File: src/rtl/fd_instr_queue_if.sv
// Fetch/decode handshake bundle for the instruction queue.
// The master modport is the fetch/decode side and the slave modport is the queue.
interface fd_instr_queue_if #(
    parameter int unsigned DEPTH = 2
);
    localparam int unsigned CNT_W = $clog2(DEPTH + 1);

    logic             f_valid;
    logic [31:0]      f_pc;
    logic [31:0]      f_instr;
    logic             f_ready;
    logic             d_valid;
    logic [31:0]      d_pc;
    logic [31:0]      d_instr;
    logic             d_ready;
    logic             flush;
    logic [CNT_W-1:0] count;

    modport master (
        output f_valid, f_pc, f_instr, d_ready, flush,
        input  f_ready, d_valid, d_pc, d_instr, count
    );

    modport slave (
        input  f_valid, f_pc, f_instr, d_ready, flush,
        output f_ready, d_valid, d_pc, d_instr, count
    );
endinterface

File: src/rtl/fd_instr_queue.sv
// First-word-fall-through (PC, instruction) queue between fetch and decode.
// All outputs are decoded from registered state; an empty queue presents a bubble.
module fd_instr_queue #(
    parameter int unsigned DEPTH    = 2,
    parameter logic [31:0] PC_RESET = 32'h0000_3000
) (
    input  logic           i_clk,
    input  logic           i_reset,
    fd_instr_queue_if.slave io_q
);
    localparam int unsigned PTR_W = $clog2(DEPTH);
    localparam int unsigned CNT_W = $clog2(DEPTH + 1);

    typedef struct packed {
        logic [31:0] pc;
        logic [31:0] instr;
    } entry_t;

    entry_t           r_mem [DEPTH];
    logic [PTR_W-1:0] r_wp;
    logic [PTR_W-1:0] r_rp;
    logic [CNT_W-1:0] r_count;

    logic   w_full_n;
    logic   w_nonempty;
    logic   w_push;
    logic   w_pop;
    entry_t w_head;

    assign w_full_n   = (r_count != CNT_W'(DEPTH));
    assign w_nonempty = (r_count != CNT_W'(0));
    assign w_push     = io_q.f_valid & w_full_n & ~io_q.flush;
    assign w_pop      = w_nonempty & io_q.d_ready & ~io_q.flush;
    assign w_head     = r_mem[r_rp];

    assign io_q.f_ready = w_full_n;
    assign io_q.d_valid = w_nonempty;
    assign io_q.d_pc    = w_nonempty ? w_head.pc    : PC_RESET;
    assign io_q.d_instr = w_nonempty ? w_head.instr : 32'h0000_0000;
    assign io_q.count   = r_count;

    // Storage is never cleared; stale entries are masked by d_valid.
    always_ff @(posedge i_clk) begin
        if (w_push) begin
            r_mem[r_wp] <= '{pc: io_q.f_pc, instr: io_q.f_instr};
        end
    end

    always_ff @(posedge i_clk) begin
        if (i_reset || io_q.flush) begin
            r_wp    <= '0;
            r_rp    <= '0;
            r_count <= '0;
        end else begin
            if (w_push) begin
                r_wp <= r_wp + PTR_W'(1);
            end
            if (w_pop) begin
                r_rp <= r_rp + PTR_W'(1);
            end
            case ({w_push, w_pop})
                2'b10:   r_count <= r_count + CNT_W'(1);
                2'b01:   r_count <= r_count - CNT_W'(1);
                default: r_count <= r_count;
            endcase
        end
    end
endmodule

File: src/flat_wrapper.sv
// flat-port wrapper written by rule: the top's interface ports become plain ports
module fd_instr_queue_flat 
#(
    parameter int unsigned DEPTH    = 2,
    parameter logic [31:0] PC_RESET = 32'h0000_3000
)
  (i_clk, i_reset, io_q_f_valid, io_q_f_pc, io_q_f_instr, io_q_d_ready, io_q_flush, io_q_f_ready, io_q_d_valid, io_q_d_pc, io_q_d_instr, io_q_count);
  fd_instr_queue_if #(.DEPTH(DEPTH)) io_q_i ();
  input  logic i_clk;
  input  logic i_reset;
  input wire logic [$bits(io_q_i.f_valid)-1:0] io_q_f_valid;
  input wire logic [$bits(io_q_i.f_pc)-1:0] io_q_f_pc;
  input wire logic [$bits(io_q_i.f_instr)-1:0] io_q_f_instr;
  input wire logic [$bits(io_q_i.d_ready)-1:0] io_q_d_ready;
  input wire logic [$bits(io_q_i.flush)-1:0] io_q_flush;
  output wire logic [$bits(io_q_i.f_ready)-1:0] io_q_f_ready;
  output wire logic [$bits(io_q_i.d_valid)-1:0] io_q_d_valid;
  output wire logic [$bits(io_q_i.d_pc)-1:0] io_q_d_pc;
  output wire logic [$bits(io_q_i.d_instr)-1:0] io_q_d_instr;
  output wire logic [$bits(io_q_i.count)-1:0] io_q_count;
  assign io_q_i.f_valid = io_q_f_valid;
  assign io_q_i.f_pc = io_q_f_pc;
  assign io_q_i.f_instr = io_q_f_instr;
  assign io_q_i.d_ready = io_q_d_ready;
  assign io_q_i.flush = io_q_flush;
  assign io_q_f_ready = io_q_i.f_ready;
  assign io_q_d_valid = io_q_i.d_valid;
  assign io_q_d_pc = io_q_i.d_pc;
  assign io_q_d_instr = io_q_i.d_instr;
  assign io_q_count = io_q_i.count;
  fd_instr_queue #(.DEPTH(DEPTH), .PC_RESET(PC_RESET)) u_core (.i_clk(i_clk), .i_reset(i_reset), .io_q(io_q_i));
endmodule
File: config.mk
export PLATFORM = sky130hd
export DESIGN_NAME = fd_instr_queue_flat
export DESIGN_NICKNAME = d
export VERILOG_FILES = /design/src/rtl/fd_instr_queue_if.sv /design/src/rtl/fd_instr_queue.sv /design/src/flat_wrapper.sv
export SDC_FILE = /design/constraint.sdc
export NUM_CORES = 1
export LEC_CHECK = 0
export BUFFER_PORTS_ARGS = -buffer_cell sky130_fd_sc_hd__buf_2
export CAP_MARGIN = 20
export CORE_ASPECT_RATIO = 2
export CORE_UTILIZATION = 56
export DETAILED_ROUTE_END_ITERATION = 16
export PLACE_DENSITY = 0.84
export SYNTH_ARGS = -nofsm -noshare
export SYNTH_HDL_FRONTEND = slang
export SYNTH_SLANG_ARGS = --single-unit
File: constraint.sdc
create_clock -name i_clk -period 6.9 [get_ports i_clk]
set_input_delay 0.69 -clock i_clk [delete_from_list [all_inputs] [get_ports i_clk]]
set_output_delay 0.69 -clock i_clk [all_outputs]
set_load 0.02 [all_outputs]
# Word-level counts from Yosys, hierarchy flattened
# Memory sizes are Yosys's and may differ from the RTL's. A register that Yosys moved wholly into a read port is not among the register bits.
# Cells that the tools add are included.
# classes
reduce_logical	3
mux	7
n_addsub	4
n_bitwise	5
eq_ne	3
# ops
operator	count
$mux 32	2
$and 1x1->1	4
$mux 1	4
$pmux 2 s2	1
$reduce_bool 2->1	2
$add 1x1->1 const B	2
$add 2x1->2 const B	1
$eq 2x1->1 const B	1
$eq 2x2->1 const B	1
$ne 2x2->1 const B	1
$sub 2x1->2 const B	1
$logic_or 1x1->1	1
$not 1->1	1
# word_totals
wordCells	26
mem_count	1
out_inout_bits	68
mem_bits_rw	128
input_bits	69
regBits	4
# mem_list
name	words	width	rd	rd_clocked_by_memory_dff	wr	line	rtl
u_core.r_mem	2	64	1	1	1	fd_instr_queue.sv:19	entry_t r_mem [DEPTH];

# Depth between registers and ports, before layout
# logic_depth
ltp_word	5
depth_mapped	6
ltp_nobuf	6

# Worst setup path after synthesis
# No wires, ideal clock.
# synth_path
path_kind	reg2reg
from	register u_core.r_count[0], in the netlist u_core.io_q.count[0]
to	memory u_core.r_mem[0][0] (netlist bit) (enable)
arrival_time_ns	3.694
stages_incl_launch_ff	4
slack_ns	2.719
required_ns	6.413
synth_period_minus_slack_ns	4.181
setup_ns	0.487
path_buffers	0
cell_sequence	dfxtp_1 > nand2b_1 > nand3b_1 > nor2_1
# synth_between
elab_chain_cells	5
# synth_lines
element	line	rtl
start: declaration	fd_instr_queue.sv:22	logic [CNT_W-1:0] r_count;
start signal: assignment	fd_instr_queue.sv:62	2'b10: r_count <= r_count + CNT_W'(1);
start signal: assignment	fd_instr_queue.sv:63	2'b01: r_count <= r_count - CNT_W'(1);
start signal: assignment	fd_instr_queue.sv:64	default: r_count <= r_count;
$ne 2x2->1	fd_instr_queue.sv:30	assign w_full_n = (r_count != CNT_W'(DEPTH));
named net io_q_f_ready	flat_wrapper.sv:16	output wire logic [$bits(io_q_i.f_ready)-1:0] io_q_f_ready;
$and 1x1->1 (2 in a row)	fd_instr_queue.sv:32	assign w_push = io_q.f_valid & w_full_n & ~io_q.flush;
$mux 1	fd_instr_queue.sv:44	if (w_push) begin
$mux 1 (not written as such)	fd_instr_queue.sv:45	r_mem[r_wp] <= '{pc: io_q.f_pc, instr: io_q.f_instr};
end: declaration	fd_instr_queue.sv:19	
# The timed path passes the listed nets, and every way through them passes these cells.

==> summary.txt <==
Run status
  – Outcome: finished clean

Timing
  – Final hold viol count: 0
  – Setup Total Neg Slack: 0 ps
  – RSZ-0062 raised after global routing: no
  – Max frequency: 358.2 MHz
  – Final slew viol count: 0
  – Post-route minimum period: 2792 ps
  – Tightest Pin Transition: 1094 ps
  – Layout Skew: 6.636 ps
  – Fin crit share: 40.46%
  – # setup viols final: 0
  – Hold Slack: 471.1 ps
  – Slew HR: 27.10%

Global routing
  – Largest net degree at the start of global routing: 65
  – Gr ovfl total: 0
  – First-pass GRT wire length: 13790 microns
  – Vias in the first global route: 2912
  – Overall Global Routing Usage: 20.16%
  – Antenna violations before repair: 1

Logic synthesis
  – Synth top area share: 76.32%
  – Synth cell types: 19
  – Mapped Avg Cell Area: 16.96 sq um
  – Seq/Total Area, Yosys: 78.31%
  – Gate count of the mapped netlist: 297
  – Yosys reg bits: 133
  – Syn nets: 367
  – Leading area contributor after synthesis: edfxtp_1
  – Synthesized cell area: 5036 sq um
  – Largest cells by area after synthesis: edfxtp_1, mux2i_1, nor2_1
  – Syn. warnings: 0

Place
  – I/O Buffers: 136
  – HPWL Detailed: 5843 microns
  – Final RePlAce weighted congestion: 0.7722

Setup path
  – FF-to-FF Start: u_core.io_q.count[0]
  – WP data required: 6210 ps
  – Kind of critical path: reg2out
  – Crit. End Element: primary output
  – Reg-to-reg slack, setup: 4630 ps
  – Crit Reg-Reg Endpoint: u_core.r_mem[0][22]
  – Critical Path Fanout Max: 64
  – Worst EP arrival: 2100 ps
  – Critical Path Source Type: register
  – FF-to-FF path depth: 4

Final layout
  – Area grow syn2layout: 28.55%
  – Final net count: 512
  – Fillcell total: 548
  – Share of layout cells above drive strength 1: 38.24%

Power
  – Power density cells: 308.3 nW/um^2
  – Leak: 0.002448 uW
  – VDD IR-drop max: 0.2616 mV

Clock network
  – CTS Buf Count: 17
  – CTS tree: yes
  – Post_cts resized: 0
  – Clk_lat worst skew: 400 ps
  – Worst-path clk slew: 50 ps
  – Clock Sinks: 133
  – Clk root buf: clkbuf_16
  – Total setup buffers inserted after CTS: 0
  – Hold Buf Count CTS: 0
  – H-tree Lvls: 4
  – Clock Path Buffers: 2

Worst hold path
  – Worst Hold Launch: io_q_f_instr[29]
  – Worst Hold Class: in2reg
  – Hold Path End: u_core.r_mem[0][29]
  – Hold Crit Depth: 1

Floorplanning
  – Initial Util: 58.23%
  – Width of the die: 69.06 microns
  – Die area: 9399 sq um
  – Ports: 137
  – Die Y: 136.1 microns
  – # rows: 48
  – Core area: 8648 sq um

Routing
  – DR WL/cell: 16.51 microns
  – Via density: 5.183
  – DRT antenna net count: 0
  – Iteration-0 DRC Markers: 214
  – DR vias: 2882
  – DR DRC count: 0
  – Total iterations of the first detailed-routing run: 5
  – Routed WL: 9181 microns

Job
  – MaxCap Viol Count: 0
worst max path at each step:
stage	end	slack (ps)	cells after the start
2_1_floorplan	u_core.r_mem[0][0]	2720	3
3_3_place_gp	u_core.r_mem[0][48]	4520	4
3_5_place_dp	u_core.r_mem[0][38]	4460	4
4_1_cts	io_q_d_instr[0]	4050	3
5_1_grt	io_q_d_pc[24]	3960	4
6_report	io_q_d_instr[2]	4110	3
kinds of logic after synthesis:
group | share of synthesized area, %
flops | 78.31
simple gates | 5.913
mux | 12.72
buf+inv | 1.739
compound gates | 0.5467
xor+xnor | 0.5218
fa+ha+maj | 0.2484
report_power, final:
part	total, uW	leakage (uW)	switching (uW)	internal [uW]
Combinational	92.2	0.000913	57.3	34.9
Clock	983	0.000318	308	675
Sequential	920	0.00122	8.46	912
Total	2000	0.00245	374	1620
state kept, by name, indices dropped and copies added, names as in the netlist, named ones only:
register	count
u_core.r_rp	1
u_core.r_wp	1
u_core.r_mem	128
u_core.io_q.count	2
through the flow:
stage | setup WS [ps] | power, uW | utilization (%) | std cells | area [sq um]
floorplan | 2719 | 984.6 | - | 297 | 5036
global placement | 4525 | 1025 | 67.19 | 523 | 5811
detailed placement | 4459 | 1029 | 67.19 | 523 | 5811
CTS | 4052 | 2010 | 74.83 | 555 | 6471
global route | 3959 | 2047 | 74.86 | 556 | 6474
finish | 4108 | 1996 | 74.86 | 556 | 6474
cell type report:
class | instances | area [sq um] | share of cell area, %
clock buffers | 18 | 429.2 | 6.629
diodes | 1 | 2.502 | 0.03865
inverters | 2 | 7.507 | 0.1160
multi-input cells | 149 | 1027 | 15.87
flip-flops and latches | 133 | 3948 | 60.98
repair buffers | 139 | 703.2 | 10.86
well taps | 100 | 125.1 | 1.933
clock inverters | 14 | 231.5 | 3.576
cells in the final DEF (no fill, tap or decap):
cell type   netlist  routed
clkinvlp_4        0       2
dfxtp_4           0       1
dfxtp_1           5       4
clkinv_4          0       1
buf_4             6       3
edfxtp_1        128     128
nand2b_1          1       1
or2_2             1       1
nand3_1           1       1
or3_1             1       1
a21o_1            1       1
nor2_4            0       3
bufinv_16         0       6
a21oi_1           2       2
ha_1              1       1
xor2_1            2       2
clkinv_1          0       1
mux2i_1          64      64
xnor2_1           1       1
buf_2             7     136
nand3b_1          1       1
nor2_1           69      66
diode_2           0       1
o21ai_0           2       2
clkbuf_1          0       1
inv_6             0       1
clkbuf_16         0      17
inv_1             2       2
nand2_1           2       2
clkinv_2          0       3
synth_stat cells:
library cell and count:
buf_2 7, or3_1 1, xnor2_1 1, inv_1 2
o21ai_0 2, nand3_1 1, nor2_1 69, or2_2 1
nand2b_1 1, edfxtp_1 128, buf_4 6, mux2i_1 64
xor2_1 2, a21oi_1 2, nand3b_1 1, a21o_1 1
ha_1 1, dfxtp_1 5, nand2_1 2
routing by layer:
metal | track usage [%] | up-vias | part of all wire [%]
met5 | 0 | - | 0
met4 | 13.38 | 0 | 2.9
met3 | 6.523 | 18 | 4.3
met2 | 35.65 | 98 | 57
met1 | 19.78 | 1377 | 36
li1 | - | 1389 | -
critical path: stages, from the launching register on:
cell and delay [ps]:
dfxtp_4 1070, mux2i_1 370, nor2_1 70, buf_2 170
(Power assumes the default switching activity.)
